## src/rtl/memory_arbiter.sv

```systemverilog
// Serialises instruction-fetch and data load/store requests onto one variable-latency RAM port.
// Optional MEM_TIMEOUT_EN forces completion with 32'hBAD1BAD1 after TIMEOUT cycles in an access state.
module memory_arbiter #(
    parameter int ADDR_W  = 32,
    parameter int DATA_W  = 32,
    parameter int TIMEOUT = 255
) (
    input  logic              CLK,
    input  logic              RST,
    input  logic              iREN,
    input  logic [ADDR_W-1:0] iaddr,
    output logic              ihit,
    output logic [DATA_W-1:0] iload,
    input  logic              dREN,
    input  logic              dWEN,
    input  logic [ADDR_W-1:0] daddr,
    input  logic [DATA_W-1:0] dstore,
    output logic              dhit,
    output logic [DATA_W-1:0] dload,
    output logic              ramREN,
    output logic              ramWEN,
    output logic [ADDR_W-1:0] ramaddr,
    output logic [DATA_W-1:0] ramstore,
    input  logic [DATA_W-1:0] ramload,
    input  logic [1:0]        ramstate,
    output logic              busy,
    output logic              err
);

    typedef enum logic [1:0] {IDLE, DACC, IACC, RESP} state_t;

    localparam logic [1:0] RAM_ACCESS = 2'd2;
    localparam logic [1:0] RAM_ERROR  = 2'd3;

    state_t            state;
    logic              last_d;
    logic              req_d;
    logic              grant_d;
    logic              ram_done;
    logic              done;
    logic              set_err;
    logic [DATA_W-1:0] word;

    assign req_d    = dREN | dWEN;
    assign grant_d  = req_d & ~(iREN & last_d);
    assign ram_done = (ramstate == RAM_ACCESS) || (ramstate == RAM_ERROR);

`ifdef MEM_TIMEOUT_EN
    localparam int CNT_W = $clog2(TIMEOUT + 1);

    logic [CNT_W-1:0] cnt;
    logic             timed_out;

    // A real ACCESS/ERROR in the timeout cycle takes priority over the forced completion.
    assign timed_out = (cnt == CNT_W'(TIMEOUT)) && !ram_done;
    assign done      = ram_done || timed_out;
    assign set_err   = (ramstate == RAM_ERROR) || timed_out;
    assign word      = ramWEN ? '0 : (timed_out ? DATA_W'(32'hBAD1BAD1) : ramload);
`else
    assign done      = ram_done;
    assign set_err   = (ramstate == RAM_ERROR);
    assign word      = ramWEN ? '0 : ramload;
`endif

    // The RAM strobe/address registers double as the latched request, so they stay stable until completion.
    always_ff @(posedge CLK or posedge RST) begin
        if (RST) begin
            state    <= IDLE;
            last_d   <= 1'b0;
            ihit     <= 1'b0;
            dhit     <= 1'b0;
            iload    <= '0;
            dload    <= '0;
            ramREN   <= 1'b0;
            ramWEN   <= 1'b0;
            ramaddr  <= '0;
            ramstore <= '0;
            busy     <= 1'b0;
            err      <= 1'b0;
`ifdef MEM_TIMEOUT_EN
            cnt      <= '0;
`endif
        end else begin
            case (state)
                IDLE: begin
                    if (req_d || iREN) begin
                        busy     <= 1'b1;
                        last_d   <= grant_d;
                        ramaddr  <= grant_d ? daddr : iaddr;
                        ramREN   <= grant_d ? ~dWEN : 1'b1;
                        ramWEN   <= grant_d & dWEN;
                        ramstore <= (grant_d && dWEN) ? dstore : '0;
                        state    <= grant_d ? DACC : IACC;
`ifdef MEM_TIMEOUT_EN
                        cnt      <= '0;
`endif
                    end
                end
                DACC, IACC: begin
                    if (done) begin
                        state    <= RESP;
                        ramREN   <= 1'b0;
                        ramWEN   <= 1'b0;
                        ramaddr  <= '0;
                        ramstore <= '0;
                        if (state == DACC) begin
                            dhit  <= 1'b1;
                            dload <= word;
                        end else begin
                            ihit  <= 1'b1;
                            iload <= word;
                        end
                        if (set_err) begin
                            err <= 1'b1;
                        end
                    end
`ifdef MEM_TIMEOUT_EN
                    cnt <= cnt + 1'b1;
`endif
                end
                RESP: begin
                    ihit  <= 1'b0;
                    dhit  <= 1'b0;
                    iload <= '0;
                    dload <= '0;
                    busy  <= 1'b0;
                    state <= IDLE;
                end
                default: state <= IDLE;
            endcase
        end
    end

endmodule
```

## config.mk

```make
export PLATFORM = sky130hd
export DESIGN_NAME = memory_arbiter
export DESIGN_NICKNAME = d
export VERILOG_FILES = /design/src/rtl/memory_arbiter.sv
export SDC_FILE = /design/constraint.sdc
export NUM_CORES = 1
export LEC_CHECK = 0
export CORE_ASPECT_RATIO = 0.5
export CORE_MARGIN = 4
export CORE_UTILIZATION = 25
export DETAILED_ROUTE_END_ITERATION = 10
export GPL_ROUTABILITY_DRIVEN = 0
export PLACE_DENSITY = 0.65
export REMOVE_ABC_BUFFERS = 1
export SYNTH_ARGS = -nofsm -noshare
export SYNTH_HDL_FRONTEND = slang
export SYNTH_SLANG_ARGS = --single-unit
```

## constraint.sdc

```tcl
create_clock -name CLK -period 7.4 [get_ports CLK]
set_clock_uncertainty 0.2 [all_clocks]
set_input_delay 1.48 -clock CLK [delete_from_list [all_inputs] [get_ports CLK]]
set_output_delay 1.48 -clock CLK [all_outputs]
set_load 0.02 [all_outputs]
```

### Word level (Yosys, flattened, before mapping)

Cells that the tools add are included.

* equality and inequality tests: 9
* muxes and demuxes: 32
* bitwise gates (word level): 6
* reduce and logical (&&, ||, !) cells: 15

Operators by type and width (number)
* $mux W32: 10
* $pmux W32 S2: 4
* $reduce_and A3 Y1: 4
* $pmux W1 S2: 5
* $mux W1: 9
* $eq A2 B2 Y1 const B: 4
* $ne A2 B2 Y1 const B: 4
* $mux W2: 3
* $pmux W2 S3: 1
* $reduce_and A2 Y1: 3
* $reduce_bool A2 Y1: 3
* $and A1 B1 Y1: 3
* $eq A2 B1 Y1 const B: 1
* $logic_not A2 Y1: 1
* $logic_or A1 B1 Y1: 2
* $not A1 Y1: 2
* $reduce_or A2 Y1: 1
* $logic_and A1 B1 Y1: 1
* $or A1 B1 Y1: 1

* bits in registers: 137
* input port bits: 135
* output and inout bits: 134
* word-level logic and storage cells: 74

### Longest topological paths before layout

* depth in word-level cells: 7
* depth in mapped cells: 8
* depth with buffers taken out: 5

### Worst setup path after synthesis

No wires, ideal clock.

* kind: input-to-reg
* start point: input dWEN
* end point: register ramaddr[10]
* library setup time: 0.078 ns
* arrival: 2.505 ns
* required time: 7.122 ns
* setup slack: 4.617 ns
* cell stages on the path: 5
* path buffers: 2
* path through: nor4b_4 > or3_1 > buf_6 > clkbuf_1 > o2bb2ai_1

* cells in the longest elaborated chain, start to end: 5
* elaborated cells between the ends (all ways): 8
* classes of those cells: eq/ne: 1; mux: 3; bitwise: 2; reduce/logical: 2

Ends and longest elaborated chain
* start: declaration: RTL line 15 `input logic dWEN,`
* $or A1 B1 Y1 *: RTL line 44 `assign req_d = dREN | dWEN;`
* $and A1 B1 Y1: RTL line 45 `assign grant_d = req_d & ~(iREN & last_d);`
* $mux W32: RTL line 89 `ramaddr <= grant_d ? daddr : iaddr;`
* $mux W32: RTL line 86 `if (req_d || iREN) begin`
* $pmux W32 S2: RTL line 84 `case (state)`
* end signal: assignment: RTL line 89
* end: declaration: RTL line 22 `output logic [ADDR_W-1:0] ramaddr,`

Mark *: on every way between the ends. The rest lies on a longest branch, timed or not. The select of a mux whose other input is x is not followed.
A chain may end at the register's enable or synchronous reset.

### Worst setup path in the final report

* start point: input dWEN
* end point: register ramREN

* cells in the longest elaborated chain, start to end: 5
* elaborated cells between the ends (all ways): 9
* classes of those cells: eq/ne: 1; mux: 3; bitwise: 3; reduce/logical: 2

Ends and longest elaborated chain
* $or A1 B1 Y1: RTL line 44
* $and A1 B1 Y1: RTL line 45
* $mux W1: RTL line 90 `ramREN <= grant_d ? ~dWEN : 1'b1;`
* $mux W1: RTL line 86
* $pmux W1 S2: RTL line 84
* end signal: assignment: RTL line 90
* end: declaration: RTL line 20 `output logic ramREN,`

Parallel ways exist; a longest one is shown, timed or not. The select of a mux whose other input is x is not followed.

==> summary.md <==
| Metric | Value |
|---|---|
| Clock Tree Buf Depth | `2` |
| Max frequency | `282 MHz` |
| Cts bufs inserted | `17` |
| # rows | `38` |
| Post-synth EDFFs | `0` |
| FILL cells | `2090` |
| Port-buffer cells | `268` |
| Worst path max stage delay | `0.57 ns` |
| Drt total wl | `17800 um` |
| Resize count post-CTS | `0` |
| Hpwl dp | `13500 um` |
| Crit Path Max Fanout | `61` |
| Final #Nets | `800` |
| Worst setup EP type | `flop` |
| P_leak | `3.92 nW` |
| Core ar. | `22000 um2` |
| Status | `complete, no violations` |
| Unrepaired setup endpoints after global routing | `no` |
| Placement Setup Slack | `3.41 ns` |
| Post-CTS Hold Buffers | `0` |
| Antenna-violating nets left | `0` |
| Clock Sinks | `137` |
| Peak supply drop | `0.241 mV` |
| N_diodes | `0` |
| Top-Level Pins | `269` |
| Worst skew pair latency | `0.42 ns` |
| Cells after synthesis | `399` |
| Ys flop type | `dfrtp_1` |
| Reg2Reg Launch Point | `state[0]` |
| Crit-path cells | `clkdlybuf4s50_1 > nor4b_4 > or3_2 > buf_4 > mux2_1` |
| Netlist cell types | `28` |
| Post-Syn Area | `5660 um2` |
| DIE AREA | `25300 um2` |
| Max Cap Viol | `0` |
| Ys Warns | `0` |
| CP startpoint kind | `primary input` |
| Die H | `114 um` |
| GRT overflow | `0` |
| # Post-CTS Setup Buffers | `0` |
| First-pass GRT wire length | `27000 um` |
| Sequential fraction of the synthesis area | `0.606` |
| Arr. time, crit path | `3.65 ns` |
| Crit path to | `ramREN` |
| Share of cells above drive strength 1 | `0.160` |
| Worst-Margin Slew | `1.26 ns` |
| Synthesized area per cell | `14.2 um2` |
| TritonCTS clock tree | `built` |
| Multi-input logic area | `2110 um2` |
| Pwr per Cell Area | `469 nW/um2` |
| Top-count cell post-synth | `dfrtp_1` |
| Post-route setup slack | `3.85 ns` |
| Area after DPL | `8650 um2` |
| Required @ worst endpoint | `7.50 ns` |
| Synthesized flop and latch total | `137` |
| Final setup violation count | `0` |
| Via count | `4242` |
| Sequential Area | `3430 um2` |
| Slew Limit Fails | `0` |
| Fin crit period | `3.55 ns` |
| Largest net degree at the start of global routing | `75` |
| Vias in the first global route | `4623` |
| Crit path kind | `in -> reg` |
| Initial antenna violation count | `0` |
| Clock input transition at the sequential cells of the worst setup and hold paths | `0.06 ns` |
| Drt via density | `4.35` |
| Ys async rst share | `1.00` |
| Worst R2R Path Depth | `6` |
| R2r setup slk | `4.73 ns` |
| Final instance area | `9210 um2` |
| CP max stage cell | `clkdlybuf4s50_1` |
| Final hold vios | `0` |
| Top cells by area, synth | `dfrtp_1, mux2_2, mux2i_1` |
| Synth-to-Final Area Change | `62.7%` |
| Pre-antenna DRT Iters | `4` |
| Post-synth top area share | `0.606` |
| Critical Path Start | `dWEN` |
| Area leader, netlist | `dfrtp_1` |
| Commonest cells in the netlist | `dfrtp_1, mux2_2, mux2i_1` |
| Final period utilization | `0.479` |
| R2r endpoint | `ramREN` |
| Initial DRC count | `219` |
| GRT Util Overall | `0.141` |
| Initial Util | `0.258` |
| Routed wire per std cell | `18.3 um` |
| H-tree depth | `4` |
| Overall die width | `221 um` |
| Final Instance Count excl. Fillers | `975` |
| Dpl cells | `943` |
| Min Hold Slack | `0.276 ns` |
| Post-route setup TNS | `0 ns` |
| Relative slew margins | `0.160` |
| Root buffer cell | `clkbuf_16` |
| DR DRC count | `0` |
| Hold Crit Class | `reg -> reg` |
-- critical path: cells and delay by family --
kind                   cells  cell delay (ns)
buffers and inverters      2             1.12
and+or+nand+nor            2             0.64
muxes                      1             0.38
-- power breakdown --
group | switching, W | internal, W | leakage [nW] | total (W)
sequential | 0.000170 | 0.00108 | 1.76 | 0.00125
clock | 0.000337 | 0.000461 | 0.262 | 0.000798
combinational | 0.00117 | 0.00110 | 1.90 | 0.00227
-- layer usage --
layer	global-route usage	routed length [um]
met1	0.157	6910
met3	0.0255	332
met5	0	0
met4	0.0553	420
met2	0.266	10200
-- logic make-up after synthesis --
kind of cell	synth area share
muxes	0.193
buffers and inverters	0.0276
AOI/OAI and AO/OA	0.113
adders and majority gates	0.00663
DFF	0.606
and+or+nand+nor	0.0539
-- area by class of cell --
class                   instances  share of cell area
flip-flops and latches        137               0.372
clock buffers                  17              0.0462
multi-input cells             229               0.229
well taps                     300              0.0408
clock inverters                15              0.0141
inverters                       4             0.00217
repair buffers                273               0.295
-- how the worst min path moves through the flow --
stage	startpoint	endpoint	slack (ns)	cells past startpoint
finish	err	err	0.28	1
global route	err	err	0.29	1
CTS	err	err	0.28	1
detailed placement	err	err	0.26	1
global placement	err	err	0.25	1
floorplan	last_d	last_d	0.29	1
-- cells in the final DEF, fill, tap and decap left out --
| master | Yosys | layout |
|---|---|---|
| o2bb2ai_1 | 33 | 32 |
| a21o_1 | 1 | 1 |
| clkdlybuf4s50_1 | 0 | 268 |
| a31o_2 | 1 | 1 |
| bufinv_16 | 0 | 1 |
| inv_6 | 0 | 1 |
| o2bb2ai_4 | 0 | 1 |
| clkbuf_16 | 0 | 17 |
| and2_1 | 32 | 32 |
| clkinv_2 | 0 | 5 |
| buf_4 | 0 | 5 |
| o21ai_0 | 2 | 2 |
| nor2_2 | 0 | 1 |
| mux2_1 | 2 | 2 |
| or3_1 | 3 | 2 |
| a21oi_1 | 3 | 3 |
| mux2_2 | 64 | 64 |
| o21a_1 | 1 | 1 |
| nand2_1 | 4 | 4 |
| inv_1 | 4 | 3 |
| nor2b_1 | 1 | 1 |
| nor4b_4 | 1 | 1 |
| clkinv_4 | 0 | 3 |
| ha_1 | 3 | 3 |
| clkinvlp_4 | 0 | 5 |
| and4b_1 | 1 | 1 |
| nand3_1 | 2 | 2 |
| nand2b_1 | 1 | 1 |
| mux2i_1 | 35 | 35 |
| dfrtp_1 | 137 | 137 |
| a22o_1 | 32 | 32 |
| inv_8 | 0 | 1 |
| a31oi_1 | 1 | 1 |
| or3_2 | 0 | 1 |
| nor2_1 | 4 | 3 |
| a2bb2oi_1 | 1 | 1 |
| o21ai_4 | 0 | 1 |
-- sequential cells by signal, indices dropped and copies added (netlist names) --
register  count
dhit          1
err           1
iload        32
ramREN        1
ramWEN        1
ihit          1
ramaddr      32
ramstore     32
state         2
busy          1
dload        32
last_d        1
-- stage by stage --
step,power [W],util
floorplan,0.00253,-
global placement,0.00351,0.394
detailed placement,0.00357,0.394
CTS,0.00439,0.419
global route,0.00457,0.419
finish,0.00432,0.419
No activity file was read; power rests on OpenSTA's default activity.
